File: config.mk
export PLATFORM = sky130hd
export DESIGN_NAME = fixed_latency_mul_issue_flat
export DESIGN_NICKNAME = d
export VERILOG_FILES = /design/src/rtl/fixed_latency_mul_issue_if.sv /design/src/rtl/fixed_latency_mul_issue.sv /design/src/flat_wrapper.sv
export SDC_FILE = /design/constraint.sdc
export NUM_CORES = 1
export LEC_CHECK = 0
export BUFFER_PORTS_ARGS = -buffer_cell sky130_fd_sc_hd__clkbuf_2
export CORE_ASPECT_RATIO = 0.5
export CORE_MARGIN = 2
export CORE_UTILIZATION = 61
export DETAILED_ROUTE_END_ITERATION = 8
export GPL_TIMING_DRIVEN = 0
export PLACE_DENSITY = 0.88
export SYNTH_ARGS = -nofsm -noshare
export SYNTH_HDL_FRONTEND = slang
export SYNTH_SLANG_ARGS = --single-unit
File: constraint.sdc
create_clock -name i_clk -period 5.5 [get_ports i_clk]
set_clock_uncertainty 0.1 [all_clocks]
set_input_delay 0.55 -clock i_clk [delete_from_list [all_inputs] [get_ports i_clk]]
set_output_delay 0.55 -clock i_clk [all_outputs]
set_load 0.02 [all_outputs]
File: src/rtl/fixed_latency_mul_issue_if.sv
// ----------------------------------------------------------------------------
// fixed_latency_mul_issue_if
// Valid/ready/data handshake bundle that carries operand pairs into the
// multiply issue stage.
//   valid  producer -> consumer  data is presented this cycle
//   ready  consumer -> producer  consumer takes data on valid & ready
//   data   producer -> consumer  payload, W bits wide
// Modports: master drives valid/data, slave drives ready.
// ----------------------------------------------------------------------------
interface fixed_latency_mul_issue_if #(
    parameter int unsigned W = 32
) ();
    logic         valid;
    logic         ready;
    logic [W-1:0] data;

    modport master (output valid, output data, input ready);
    modport slave  (input valid, input data, output ready);
endinterface

File: src/rtl/fixed_latency_mul_issue.sv
// ----------------------------------------------------------------------------
// fixed_latency_mul_issue
// Credit-gated issue stage in front of a fixed-latency decoupler. Operand
// pairs {B,A} are accepted on din, multiplied at full width and carried
// through a LATENCY-deep register pipeline with no backpressure. Issue is
// allowed only while a downstream buffer slot is free, so a result can
// never arrive at a full buffer.
// Ports:
//   i_clk         clock, rising edge
//   i_rst         asynchronous reset, active low
//   din           operand handshake (slave side), data = {B, A}
//   i_credit_ret  one pulse per item popped from the downstream buffer
//   o_pipe_valid  result valid, one cycle per accepted operand pair
//   o_pipe_data   full-width product A*B
//   o_credits     free downstream slots
//   o_busy        items in flight or still buffered downstream
//   o_err         sticky: credit returned while the counter was already full
// ----------------------------------------------------------------------------
module fixed_latency_mul_issue #(
    parameter int unsigned A_W     = 16,
    parameter int unsigned B_W     = 16,
    parameter int unsigned LATENCY = 3,
    parameter int unsigned CREDITS = 4,
    parameter int unsigned SIGNED  = 0
) (
    input  logic                         i_clk,
    input  logic                         i_rst,
    fixed_latency_mul_issue_if.slave     din,
    input  logic                         i_credit_ret,
    output logic                         o_pipe_valid,
    output logic [A_W+B_W-1:0]           o_pipe_data,
    output logic [$clog2(CREDITS+1)-1:0] o_credits,
    output logic                         o_busy,
    output logic                         o_err
);
    localparam int unsigned W  = A_W + B_W;
    localparam int unsigned CW = $clog2(CREDITS + 1);
    localparam logic [CW-1:0] CreditsMax = CW'(CREDITS);

    logic [CW-1:0]      r_credits;
    logic               r_err;
    logic [LATENCY-1:0] r_valid;
    logic [W-1:0]       r_data [LATENCY];

    logic         w_ready;
    logic         w_fire;
    logic [W-1:0] w_a_ext;
    logic [W-1:0] w_b_ext;
    logic [W-1:0] w_product;

    // Ready is a function of reset and registered credit state only.
    assign w_ready   = i_rst & (r_credits != '0);
    assign din.ready = w_ready;
    assign w_fire    = din.valid & w_ready;

    // Extending both operands to W bits (sign or zero) and keeping the low W
    // bits of the product gives the exact full-width result in either mode.
    generate
        if (SIGNED != 0) begin : g_signed
            assign w_a_ext = {{B_W{din.data[A_W-1]}}, din.data[A_W-1:0]};
            assign w_b_ext = {{A_W{din.data[W-1]}}, din.data[W-1:A_W]};
        end else begin : g_unsigned
            assign w_a_ext = {{B_W{1'b0}}, din.data[A_W-1:0]};
            assign w_b_ext = {{A_W{1'b0}}, din.data[W-1:A_W]};
        end
    endgenerate

    assign w_product = w_a_ext * w_b_ext;

    // Valid bits: cleared by reset, so in-flight results vanish on reset.
    always_ff @(posedge i_clk or negedge i_rst) begin
        if (!i_rst) begin
            r_valid <= '0;
        end else begin
            r_valid[0] <= w_fire;
            for (int i = 1; i < LATENCY; i++) begin
                r_valid[i] <= r_valid[i-1];
            end
        end
    end

    // Data stages are not reset; contents only matter alongside a valid bit.
    always_ff @(posedge i_clk) begin
        r_data[0] <= w_product;
        for (int i = 1; i < LATENCY; i++) begin
            r_data[i] <= r_data[i-1];
        end
    end

    // Credit counter and sticky overflow flag.
    always_ff @(posedge i_clk or negedge i_rst) begin
        if (!i_rst) begin
            r_credits <= CreditsMax;
            r_err     <= 1'b0;
        end else begin
            unique case ({w_fire, i_credit_ret})
                2'b10: r_credits <= r_credits - CW'(1);
                2'b01: begin
                    if (r_credits == CreditsMax) begin
                        r_err <= 1'b1;
                    end else begin
                        r_credits <= r_credits + CW'(1);
                    end
                end
                default: r_credits <= r_credits;
            endcase
        end
    end

    assign o_pipe_valid = r_valid[LATENCY-1];
    assign o_pipe_data  = r_data[LATENCY-1];
    assign o_credits    = r_credits;
    assign o_busy       = (r_credits != CreditsMax) | (|r_valid);
    assign o_err        = r_err;

endmodule
File: src/flat_wrapper.sv
// flat-port wrapper written by rule: the top's interface ports become plain ports
module fixed_latency_mul_issue_flat 
#(
    parameter int unsigned A_W     = 16,
    parameter int unsigned B_W     = 16,
    parameter int unsigned LATENCY = 3,
    parameter int unsigned CREDITS = 4,
    parameter int unsigned SIGNED  = 0
)
  (i_clk, i_rst, i_credit_ret, o_pipe_valid, o_pipe_data, o_credits, o_busy, o_err, din_valid, din_data, din_ready);
  fixed_latency_mul_issue_if din_i ();
  input  logic i_clk;
  input  logic i_rst;
  input  logic i_credit_ret;
  output logic o_pipe_valid;
  output logic [A_W+B_W-1:0] o_pipe_data;
  output logic [$clog2(CREDITS+1)-1:0] o_credits;
  output logic o_busy;
  output logic o_err;
  input wire logic [$bits(din_i.valid)-1:0] din_valid;
  input wire logic [$bits(din_i.data)-1:0] din_data;
  output wire logic [$bits(din_i.ready)-1:0] din_ready;
  assign din_i.valid = din_valid;
  assign din_i.data = din_data;
  assign din_ready = din_i.ready;
  fixed_latency_mul_issue #(.A_W(A_W), .B_W(B_W), .LATENCY(LATENCY), .CREDITS(CREDITS), .SIGNED(SIGNED)) u_core (.i_clk(i_clk), .i_rst(i_rst), .din(din_i), .i_credit_ret(i_credit_ret), .o_pipe_valid(o_pipe_valid), .o_pipe_data(o_pipe_data), .o_credits(o_credits), .o_busy(o_busy), .o_err(o_err));
endmodule
# Yosys cells after proc, flatten, opt, wreduce, memory -nomap -nowiden
# Memory sizes are Yosys's and may differ from the RTL's.
# Index checks and enable logic that the tools add are counted.
dict set report op_classes {
  n_addsub 2
  multipliers 1
  eq_ne 5
  mux 2
  bitwise 3
  n_reduce_logical 5
}
# op count
set ops {}
lappend ops {{16-bit by 16-bit multiplier with 32-bit output} 1}
lappend ops {{3-bit one-hot mux with 2 select lines} 1}
lappend ops {{2-bit AND reduction} 2}
lappend ops {{3-bit by 1-bit adder with 3-bit output, second input constant} 1}
lappend ops {{3-bit equality test, second input constant} 1}
lappend ops {{3-bit two-way mux} 1}
lappend ops {{3-bit inequality test, second input constant} 1}
lappend ops {{3-bit nonzero test} 1}
lappend ops {{3-bit OR reduction} 1}
lappend ops {{3-bit by 1-bit subtractor with 3-bit output, second input constant} 1}
lappend ops {{1-bit AND} 2}
lappend ops {{2-bit by 1-bit equality test with 1-bit output, second input constant} 1}
lappend ops {{2-bit equality test, second input constant} 1}
lappend ops {{2-bit inequality test, second input constant} 1}
lappend ops {{2-bit nonzero test} 1}
lappend ops {{1-bit OR} 1}
dict set report word_totals {
  reg_bits 7
  ram_bits 96
  inputBits 36
  out_inout_bits 39
  wordCells 22
  mem_count 1
}
# name depth word_bits rd rd_clocked_by_memory_dff write_ports line_no
set mem_list {}
lappend mem_list {u_core.r_data 3 32 3 0 3 fixed_latency_mul_issue.sv:43} ;# logic [W-1:0] r_data [LATENCY];

# Longest topological paths before layout
dict set report depth {
  word_depth 6
  ltp_mapped 22
  ltp_nobuf 20
}

# Worst setup path after synthesis
# Ideal clock, no wire load.
dict set report synth_path {
  path_type {in2reg}
  start {in din_data[17]}
  end {mem u_core.r_data[0][24]}
  setup_ns 0.118
  t_arrival_ns 5.765
  required_ns 5.282
  slack_ns -0.483
  stages 19
  path_buffers 1
  cell_sequence {clkbuf_1 -> nand2_1 -> fa_1 -> fa_1 -> inv_1 -> fa_1 -> fa_1 -> fa_1 -> inv_1 -> fa_1 -> inv_1 -> ha_1 -> a21oi_1 -> o21ai_0 -> o21bai_1 -> a221o_1 -> nor2b_4 -> a311o_1 -> xor2_1}
}
# element line_no
set synth_lines {}
lappend synth_lines {{start: declaration} flat_wrapper.sv:21} ;# input wire logic [$bits(din_i.data)-1:0] din_data;
lappend synth_lines {{end: declaration} fixed_latency_mul_issue.sv:43}

==> results.md <==
- Result of the run: complete, but fails checks
- Violated checks: setup timing
- Top cell by count, worst path: fa_1
- First-pass GRT wire length: roughly 46000 µm
- Commonest cells after routing, fill and taps aside: inv_1 (219), fa_1 (183), nand2_1 (158)
- Setup crit end kind: flop
- Pre-CTS setup slack: -906 ps
- Max stage delay cell, worst path: fa_1
- Via count normalized by instance count: ~5.7
- Max-cap violations: 0
- Deepest clock path buffer count: 2
- Reg clk slew, reported paths: around 70 ps
- Vert. Die Dim: a little under 100 µm
- Unique cell type count in the Yosys netlist: approximately 50
- Growth of design area from synthesis to finish: 21.3%
- Fraction of registers with async set/reset: 0.0680
- Crit Path Category: input port to flop
- Layout filler cell count: 1078
- Combinational family with the most area after synthesis: adder cells
- Minimum setup slack in the final design: -317 ps
- Number of nets still failing antenna checks after routing: 0
- Worst-Skew Late Latency: 340 ps
- Adder and majority cell fraction of the synthesized area: 0.472
- Data required time of the worst path: 5620 ps
- DP Area: ~12000 µm²
- Syn nets: approximately 1500
- Initial cell density of the core: 0.629
- Layout net count: between 1500 and 2000
- Slew at the pin closest to its max-slew limit: between 600 and 700 ps
- Worst endpoint data arrival time: between 5000 and 6000 ps
- # IOs: between 70 and 80
- Period minus WS final: between 5000 and 6000 ps
- Number of enable flip-flop cells after synthesis: 0
- Area of all placed cells without fillers: roughly 13000 µm²
- Launching element type of the critical path: input port
- Seq/Total Area, Yosys: 0.190
- Post-detailed-route wirelength per cell: between 20 and 25 µm
- Maximum level of the CTS H-tree: 3
- Floorplan Core Area: 17500 µm²
- Final setup vio count: 8
- Gpl congestion: 0.962
- Antenna violations before repair: 0
- Synthesized cell area: about 11000 µm²
- Multi-input combinational cell area: around 8000 µm²
- Cell count after synthesis: 1147
- Highest achievable clock rate: between 150 and 200 MHz
- RSZ-0062 raised after global routing: yes
- Largest net degree at the start of global routing: 21
- Site row count: 34
- FF+latch count, synth: 103
- Fraction of synthesized area in multiplexers: 0.000908
- TritonCTS clock tree: built
- Predominant post-synthesis flop cell: dfxtp_1
- Half-perimeter wire length after detailed placement: approximately 22000 µm
- Critical path cell sequence: buf_4 -> buf_8 -> buf_4 -> nand2_1 -> fa_2 -> fa_1 -> inv_1 -> fa_1 -> fa_2 -> fa_1 -> inv_1 -> fa_1 -> inv_1 -> ha_4 -> a21oi_4 -> o21ai_2 -> o21bai_1 -> a221o_1 -> nor2b_4 -> a311o_1 -> xor2_1
- Congestion Overflow GR: 0
- Hold Vio Cnt, Final: 0
- Share of the synthesized area in the top cell type: 0.354
- Largest area contributor in the netlist: fa_1
- Yosys Warn Count: 0
- Number of buffers and inverters on the critical path: 6
- Biggest fanout along the worst timing path: 7
- Register Area: between 2000 and 2500 µm²
- DR vias: between 8000 and 9000
- Synth Area in Compound Gates: 0.0537
- Simple-gate share of the synthesized area: 0.147
- First drt pass iteration count: 7
- Area of the die: approximately 19000 µm²
- Clock Sink Count: 103
- Via count of the first global-routing pass: 8915
- Post-route DRC violation count: 0
- DRC marker count from the first detailed-route iteration: between 800 and 900
- Share of the clock period used by the worst path after layout: 1.06
- Setup slack of the most critical reg-to-reg path: about 3000 ps
- Avg Inst Size Synth: approximately 9.6 µm²
- Proportion of layout cells with a drive suffix above 1: 0.225
- Total clock buffers created by CTS: 9
- Hold WC Path Type: flop to flop
- All-layer global routing usage: 0.311
- Slew Viols, Final: 0
- Number of input and output port buffers inserted: 74
- Xor/xnor share of the synthesized area: 0.0230
- Die outline width: 194 µm
- Diodes inserted: 0
- Overall routed net length: a little over 30000 µm
- Ranking of synthesized cells by area: fa_1 (35%), dfxtp_1 (17%), ha_1 (12%)
- Peak per-stage delay on the critical path: between 500 and 600 ps
- CTS Root Buffer Type: clkbuf_16
- Most common cell after layout, fill and taps aside: inv_1
- Largest delay contributor family on the critical path: adder cells
- Max_slew headroom: 0.599
## final timing paths
path,start,endpoint,cells past startpoint
worst max-delay path,din_data[8],u_core.r_data[0][24]$_DFF_P_,21
worst min-delay path,u_core.r_data[0][57]$_DFF_P_,u_core.r_data[0][89]$_DFF_P_,0
worst max register to register,u_core.o_credits[0]$_DFFE_PN0P_,u_core.o_credits[2]$_DFFE_PN1P_,9
worst min register to register,u_core.r_data[0][57]$_DFF_P_,u_core.r_data[0][89]$_DFF_P_,0
max in group asynchronous,i_rst,u_core.o_credits[2]$_DFFE_PN1P_,2
min in group asynchronous,i_rst,u_core.o_err$_DFFE_PN0P_,2
## layout make-up
type                            instances  area share
Multi-Input combinational cell        747       0.601
Sequential cell                       103       0.157
Timing Repair Buffer                  129      0.0736
Inverter                              227      0.0637
Buffer                                 67      0.0588
Tap cell                              234      0.0219
Clock buffer                            9      0.0168
Clock inverter                          7     0.00730
## cells by family after synthesis
kind of cell    Yosys count
simple gates            330
compound gates           88
mux                       1
fa+ha+maj               299
xor+xnor                 29
flops                   103
buf+inv                 297
## repair_timing
| action | 4_1_cts | 5_1_grt |
|---|---|---|
| pin swaps | 21 | 55 |
| buffers inserted | 23 | 27 |
| hold buffers | 1 | 0 |
| cloned | 3 | 2 |
| endpoints found under the setup margin | 13 | 14 |
| endpoints found under the hold margin | 6 | 0 |
| gates resized for setup | 114 | 88 |
## metal layers
layer	vias to the layer above	wire, µm	track usage
met5	-	0	0
met4	0	1790	0.145
met3	194	4550	0.0975
met2	672	12900	0.488
met1	4119	11900	0.399
li1	3708	-	-
## worst reg2reg max path: cells and delay by family, from the launching register on
family | cells | cell delay (ps)
AOI/OAI and AO/OA | 3 | 570
adders and majority gates | 1 | 430
buffers and inverters | 2 | 210
DFF | 1 | 460
and+or+nand+nor | 3 | 700
## registers in the layout, indices dropped and copies added (netlist names)
| signal | cells |
|---|---|
| u_core.o_credits | 3 |
| u_core.o_err | 1 |
| u_core.r_data | 96 |
| u_core.r_valid | 3 |
## Yosys cell counts, types with 2 or more instances
cell,number
or3_1,2
ha_1,104
xnor2_1,19
a31o_2,4
a211o_1,2
inv_1,227
dfrtp_1,6
dfxtp_1,96
o21bai_1,4
a21boi_0,2
a31oi_1,3
buf_4,33
nand2_1,163
clkbuf_1,34
a21o_2,2
a21o_1,6
o211ai_1,3
o21ai_0,16
buf_2,2
nor2_1,17
xor2_1,10
a21oi_1,28
nand2b_1,3
fa_1,195
a211oi_1,6
nor3_1,5
nand3_1,4
and2_1,118
nand4_1,7
and3_1,6
nor2b_1,2
## stage by stage
| step | setup TNS (ps) | util | hold WS (ps) | instances |
|---|---|---|---|---|
| after global placement | -8790 | 0.678 | 212 | 1455 |
| after detailed placement | -10160 | 0.678 | 212 | 1455 |
| after floorplan | -111 | - | 154 | 1147 |
| after global routing | -2540 | 0.763 | 230 | 1523 |
| after CTS | -267 | 0.738 | 226 | 1495 |
| final | -1080 | 0.763 | 224 | 1523 |
Power is not shown: default switching activity piles up to over one toggle a cycle in this logic, so the estimate is an artifact.
